File: config.mk
export PLATFORM = sky130hd
export DESIGN_NAME = alu_arbiter
export DESIGN_NICKNAME = d
export VERILOG_FILES = /design/src/rtl/alu_pkg.sv /design/src/rtl/alu.sv /design/src/rtl/alu_arb_pick.sv /design/src/rtl/alu_arbiter.sv
export SDC_FILE = /design/constraint.sdc
export NUM_CORES = 1
export LEC_CHECK = 0
export CORE_ASPECT_RATIO = 1.1
export CORE_UTILIZATION = 36
export CTS_CLUSTER_DIAMETER = 80
export DETAILED_ROUTE_END_ITERATION = 7
export DONT_BUFFER_PORTS = 1
export PLACE_DENSITY = 0.52
export SYNTH_ARGS = -nofsm -noshare
export SYNTH_HDL_FRONTEND = slang
export SYNTH_SLANG_ARGS = --single-unit
File: constraint.sdc
create_clock -name clk -period 7 [get_ports clk]
set_input_delay 1.4 -clock clk [delete_from_list [all_inputs] [get_ports clk]]
set_output_delay 1.4 -clock clk [all_outputs]
set_load 0.03 [all_outputs]
File: src/rtl/alu_pkg.sv
// Shared ALU definitions: datapath widths and operation codes for alu and alu_arbiter.
package alu_pkg;

    localparam int DATA_W = 32;
    localparam int OP_W   = 4;

    localparam logic [OP_W-1:0] OP_ADD  = 4'h0;
    localparam logic [OP_W-1:0] OP_SUB  = 4'h1;
    localparam logic [OP_W-1:0] OP_OR   = 4'h2;
    localparam logic [OP_W-1:0] OP_XOR  = 4'h3;
    localparam logic [OP_W-1:0] OP_AND  = 4'h4;
    localparam logic [OP_W-1:0] OP_SLTU = 4'h5;
    localparam logic [OP_W-1:0] OP_SLT  = 4'h6;
    localparam logic [OP_W-1:0] OP_SRL  = 4'h7;
    localparam logic [OP_W-1:0] OP_SRA  = 4'h8;
    localparam logic [OP_W-1:0] OP_SLL  = 4'h9;
    localparam logic [OP_W-1:0] OP_SLA  = 4'hA;
    localparam logic [OP_W-1:0] OP_SGEU = 4'hB;
    localparam logic [OP_W-1:0] OP_SGE  = 4'hC;

endpackage

File: src/rtl/alu.sv
// Combinational ALU shared by the arbiter; undefined op codes return zero.
module alu #(
    parameter int DATA_W = alu_pkg::DATA_W,
    parameter int OP_W   = alu_pkg::OP_W
) (
    input  logic [OP_W-1:0]   op,
    input  logic [DATA_W-1:0] x,
    input  logic [DATA_W-1:0] y,
    output logic [DATA_W-1:0] result
);
    import alu_pkg::*;

    logic [4:0] sh;
    logic       lt_u;
    logic       lt_s;

    always_comb begin
        sh     = y[4:0];
        lt_u   = x < y;
        lt_s   = $signed(x) < $signed(y);
        result = '0;
        case (op)
            OP_ADD:  result = x + y;
            OP_SUB:  result = x - y;
            OP_OR:   result = x | y;
            OP_XOR:  result = x ^ y;
            OP_AND:  result = x & y;
            OP_SLTU: result = {{(DATA_W-1){1'b0}}, lt_u};
            OP_SLT:  result = {{(DATA_W-1){1'b0}}, lt_s};
            OP_SRL:  result = x >> sh;
            OP_SRA:  result = DATA_W'($signed(x) >>> sh);
            OP_SLL:  result = x << sh;
            // arithmetic left shift fills with zeros, same as logical
            OP_SLA:  result = x << sh;
            OP_SGEU: result = {{(DATA_W-1){1'b0}}, ~lt_u};
            OP_SGE:  result = {{(DATA_W-1){1'b0}}, ~lt_s};
            default: result = '0;
        endcase
    end

endmodule

File: src/rtl/alu_arb_pick.sv
// One-hot grant between two eligible ports; pointer names the preferred port.
module alu_arb_pick (
    input  logic [1:0] eligible,
    input  logic       pointer,
    output logic [1:0] grant
);

    always_comb begin
        grant = 2'b00;
        if (pointer && eligible[1]) begin
            grant = 2'b10;
        end else if (eligible[0]) begin
            grant = 2'b01;
        end else if (eligible[1]) begin
            grant = 2'b10;
        end
    end

endmodule

File: src/rtl/alu_arbiter.sv
// Two-port front end sharing one ALU with 1-cycle registered response slots.
// Define ALU_ARBITER_RR_EN for round-robin; otherwise port 0 has fixed priority.
module alu_arbiter #(
    parameter int DATA_W = alu_pkg::DATA_W,
    parameter int OP_W   = alu_pkg::OP_W
) (
    input  logic              clk,
    input  logic              reset_n,

    input  logic              req0_valid,
    output logic              req0_ready,
    input  logic [OP_W-1:0]   req0_op,
    input  logic [DATA_W-1:0] req0_x,
    input  logic [DATA_W-1:0] req0_y,
    output logic              rsp0_valid,
    input  logic              rsp0_ready,
    output logic [DATA_W-1:0] rsp0_result,

    input  logic              req1_valid,
    output logic              req1_ready,
    input  logic [OP_W-1:0]   req1_op,
    input  logic [DATA_W-1:0] req1_x,
    input  logic [DATA_W-1:0] req1_y,
    output logic              rsp1_valid,
    input  logic              rsp1_ready,
    output logic [DATA_W-1:0] rsp1_result
);
    import alu_pkg::*;

    logic [1:0]        eligible;
    logic [1:0]        grant;
    logic              pointer;
    logic [OP_W-1:0]   alu_op;
    logic [DATA_W-1:0] alu_x;
    logic [DATA_W-1:0] alu_y;
    logic [DATA_W-1:0] alu_result;

    // A full slot is still eligible when it drains in the same cycle.
    assign eligible[0] = reset_n & req0_valid & (~rsp0_valid | rsp0_ready);
    assign eligible[1] = reset_n & req1_valid & (~rsp1_valid | rsp1_ready);

    alu_arb_pick u_pick (
        .eligible (eligible),
        .pointer  (pointer),
        .grant    (grant)
    );

    assign req0_ready = grant[0];
    assign req1_ready = grant[1];

    assign alu_op = grant[1] ? req1_op : req0_op;
    assign alu_x  = grant[1] ? req1_x  : req0_x;
    assign alu_y  = grant[1] ? req1_y  : req0_y;

    alu #(
        .DATA_W (DATA_W),
        .OP_W   (OP_W)
    ) u_alu (
        .op     (alu_op),
        .x      (alu_x),
        .y      (alu_y),
        .result (alu_result)
    );

`ifdef ALU_ARBITER_RR_EN
    always_ff @(posedge clk) begin
        if (!reset_n) begin
            pointer <= 1'b0;
        end else if (grant != 2'b00) begin
            pointer <= grant[0];
        end
    end
`else
    assign pointer = 1'b0;
`endif

    always_ff @(posedge clk) begin
        if (!reset_n) begin
            rsp0_valid  <= 1'b0;
            rsp0_result <= '0;
            rsp1_valid  <= 1'b0;
            rsp1_result <= '0;
        end else begin
            if (grant[0]) begin
                rsp0_valid  <= 1'b1;
                rsp0_result <= alu_result;
            end else if (rsp0_ready) begin
                rsp0_valid  <= 1'b0;
            end
            if (grant[1]) begin
                rsp1_valid  <= 1'b1;
                rsp1_result <= alu_result;
            end else if (rsp1_ready) begin
                rsp1_valid  <= 1'b0;
            end
        end
    end

endmodule

==> flow_summary_export.csv <==
group,metric,value,unit
status,status,"finished clean",
setup_path,critPathKind,"input pin to register",
cells_and_area,register_area,1320,um2
floorplan,fp-row-count,77,
hold_path,hold_path.class,"register to register",
cells_and_area,final_nets,2231,
floorplan,die_x,195,um
cts,clk_pin_slew,0.06,ns
logic_synthesis,syn_avg_cell_area,7.07,um2
floorplan,die_h,215,um
timing,skew,0.00645,ns
routing,routed_wl,75200,um
power,leakagePower,6.45,nW
setup_path,critPathArrivalTime,6.18,ns
timing,tightest_slew,1.09,ns
routing,drc,0,
logic_synthesis,synth-seq-area-share,0.0892,
routing,vias,16617,
cts,clock_latency,0.32,ns
timing,max-slew-margin-rel,0.251,
logic_synthesis,ys_top_cells_by_area,"mux2i_1, dfxtp_1, ha_1, nand2_1, a21oi_1",
cts,cts_num_sinks,66,
timing,fmax,166,MHz
cts,clock-root-buffer,"clkbuf_16",
logic_synthesis,yosys_warnings,0,
cells_and_area,syn2layout_area_growth,2.92,%
place,gp_congestion,1.03,
setup_path,crit_path_end_kind,"register",
logic_synthesis,yosysTopAreaCell,"mux2i_1",
logic_synthesis,synth_cells,2095,
timing,hold_viol,0,
global_routing,grt_pass1_vias,15752,
setup_path,crit_top_cell,"a21oi_1",
logic_synthesis,netlist_area,14800,um2
routing,viasPerCell,6.64,
routing,drt_iter0_drc,1823,
logic_synthesis,synth-main-ff-cell,"dfxtp_1",
place,dp_hpwl,59500,um
cts,cts_tree,"built",
setup_path,cp_slowest_stage_delay,0.53,ns
setup_path,crit_slowest_cell,"a211oi_1",
power,peakVddDrop,113,uV
floorplan,dieArea,42000,um2
global_routing,overflow,0,
timing,finalSetupTns,0,ns
logic_synthesis,yosysUniqueCellTypes,101,
logic_synthesis,syn-num-nets,2343,
global_routing,grt_pass1_wl,110000,um
logic_synthesis,synth_edf_count,0,
cells_and_area,fillers,4377,
global_routing,grt_use_total,0.349,
floorplan,core,40400,um2
timing,rsz0062_at_grt,"false",
timing,final-setup-viol-count,0,
logic_synthesis,ys_async_sr_fraction,0,
setup_path,cp-start-kind,"input pin",
setup_path,path_cells,"nand2b_4 -> a211o_4 -> inv_6 -> mux2_2 -> ha_1 -> nor2_1 -> a211oi_1 -> a21oi_1 -> a21oi_1 -> nand2b_1 -> a221o_1 -> a221o_1 -> a211oi_1 -> a21oi_1",
power,p_per_area,152,nW/um2
place,io_buffers,0,
cts,cts-resized-gates,0,
floorplan,start_util,0.367,
floorplan,ios,210,
global_routing,grt_start_max_net_pins,84,
routing,routedWlPerCell,30.0,um
routing,antenna_left,0,
cells_and_area,stdcell_count,2502,
cts,postCtsSetupBuffers,0,
global_routing,antenna_found_initial,3,
timing,maxSlewViolCount,0,
routing,dr.pass1.iters,6,
timing,final.period_utilization,0.858,
cells_and_area,drive_above_1_share,0.0971,
place,dp_cells,2485,
setup_path,cp_max_fo,58,
cts,cts_buffers,9,
cells_and_area,multiInputGateArea,12300,um2
cts,cts_max_level,3,
setup_path,crit_required,7.17,ns
cts,hold_buffers,0,
timing,period_needed,6.01,ns
run,drv_cap,0,
cts,clock_path_buffers,2,
logic_synthesis,ys_seq_elements,66,
logic_synthesis,synthDominantCellAreaShare,0.126,
## area by class of cell
cell class	instances	area share
inverter	101	0.0254
sequential	66	0.0867
timing repair buffer	40	0.0205
clock inverter	7	0.00394
antenna	1	0.000164
clock buffer	9	0.0148
tap	513	0.0421
multi-input combinational	1765	0.807
## layer usage
| metal | global-route usage | up-vias | wire length, um |
|---|---|---|---|
| met4 | 0.160 | 2 | 3950 |
| met3 | 0.0468 | 107 | 5070 |
| met5 | 0 | - | 13 |
| met2 | 0.562 | 812 | 34400 |
| li1 | - | 7552 | - |
| met1 | 0.459 | 8144 | 31800 |
## kinds of logic after synthesis
| family | count (synthesis) | share of synthesized area |
|---|---|---|
| XOR/XNOR | 9 | 0.00532 |
| adder cells (fa/ha/maj) | 106 | 0.0905 |
| AND/OR/NAND/NOR | 674 | 0.207 |
| flip-flops | 66 | 0.0892 |
| AO/OA/AOI/OAI | 706 | 0.314 |
| buffers and inverters | 264 | 0.0840 |
| multiplexers | 270 | 0.210 |
## layout by cell type (no fill, tap or decap), drive strengths merged, types with 9 or more instances in the layout
| cell type | count |
|---|---|
| a21o | 17 |
| a211oi | 33 |
| buf | 40 |
| mux2 | 53 |
| dfxtp | 66 |
| nand2b | 19 |
| nor2b | 37 |
| nor3 | 50 |
| o221ai | 20 |
| or2 | 13 |
| a311oi | 13 |
| o21a | 9 |
| a221o | 13 |
| nand2 | 295 |
| nor2 | 156 |
| mux2i | 195 |
| mux4 | 22 |
| a31oi | 45 |
| a21oi | 205 |
| o31ai | 11 |
| o211ai | 35 |
| clkbuf | 9 |
| and3 | 12 |
| inv | 104 |
| o22ai | 17 |
| a32oi | 10 |
| or3 | 17 |
| ha | 104 |
| nand3 | 31 |
| o21ai | 154 |
| a22oi | 12 |
| a221oi | 13 |
| a2111oi | 13 |
| nand4 | 9 |
| nor4 | 9 |
| o21bai | 12 |
## power breakdown
part / switching (mW) / internal [mW]
logic: 0.933 / 0.464
registers: 0.0850 / 0.407
clock network: 0.180 / 0.246
## flip-flops by register name, summed over array words and instances (netlist names)
signal,cells
rsp0_valid,1
rsp1_valid,1
rsp0_result,32
rsp1_result,32
## synth_stat cells (47+ instances only)
cell type  number
nor2_1        156
dfxtp_1        66
nor3_1         50
inv_1          95
clkbuf_1       73
buf_2          51
o21ai_0       152
nand2_1       293
mux2i_1       186
mux2_2         47
ha_1          104
a21oi_1       203
## final timing paths
path / slack, ns / endpoint / start / cells after the start
setup / recovery: 0.99 / rsp0_result[27]$_SDFFE_PN0P_ / rsp0_ready / 14
hold / removal: 0.67 / rsp1_result[11]$_SDFFE_PN0N_ / rsp1_result[11]$_SDFFE_PN0N_ / 2
setup reg to reg: 1.54 / rsp0_result[27]$_SDFFE_PN0P_ / rsp0_valid$_SDFFE_PN0P_ / 14
hold reg to reg: 0.67 / rsp1_result[11]$_SDFFE_PN0N_ / rsp1_result[11]$_SDFFE_PN0N_ / 2
## worst max-delay path: cells and delay by family
kind,cells,cell delay (ns)
compound gates,8,2.96
simple gates,3,0.47
fa+ha+maj,1,0.40
buf+inv,1,0.42
mux,1,0.45
## through the flow
stage	power, mW	cell area, um2	worst slack, ns	util	hold WS, ns
CTS	2.29	15200	1.13	0.378	0.676
detailed placement	1.86	15000	0.770	0.371	0.665
finish	2.32	15200	0.991	0.378	0.675
global placement	1.86	15000	0.788	0.371	0.666
global route	2.43	15200	0.906	0.378	0.690
floorplan	1.44	14800	0.936	-	0.618
(Power assumes the default switching activity.)
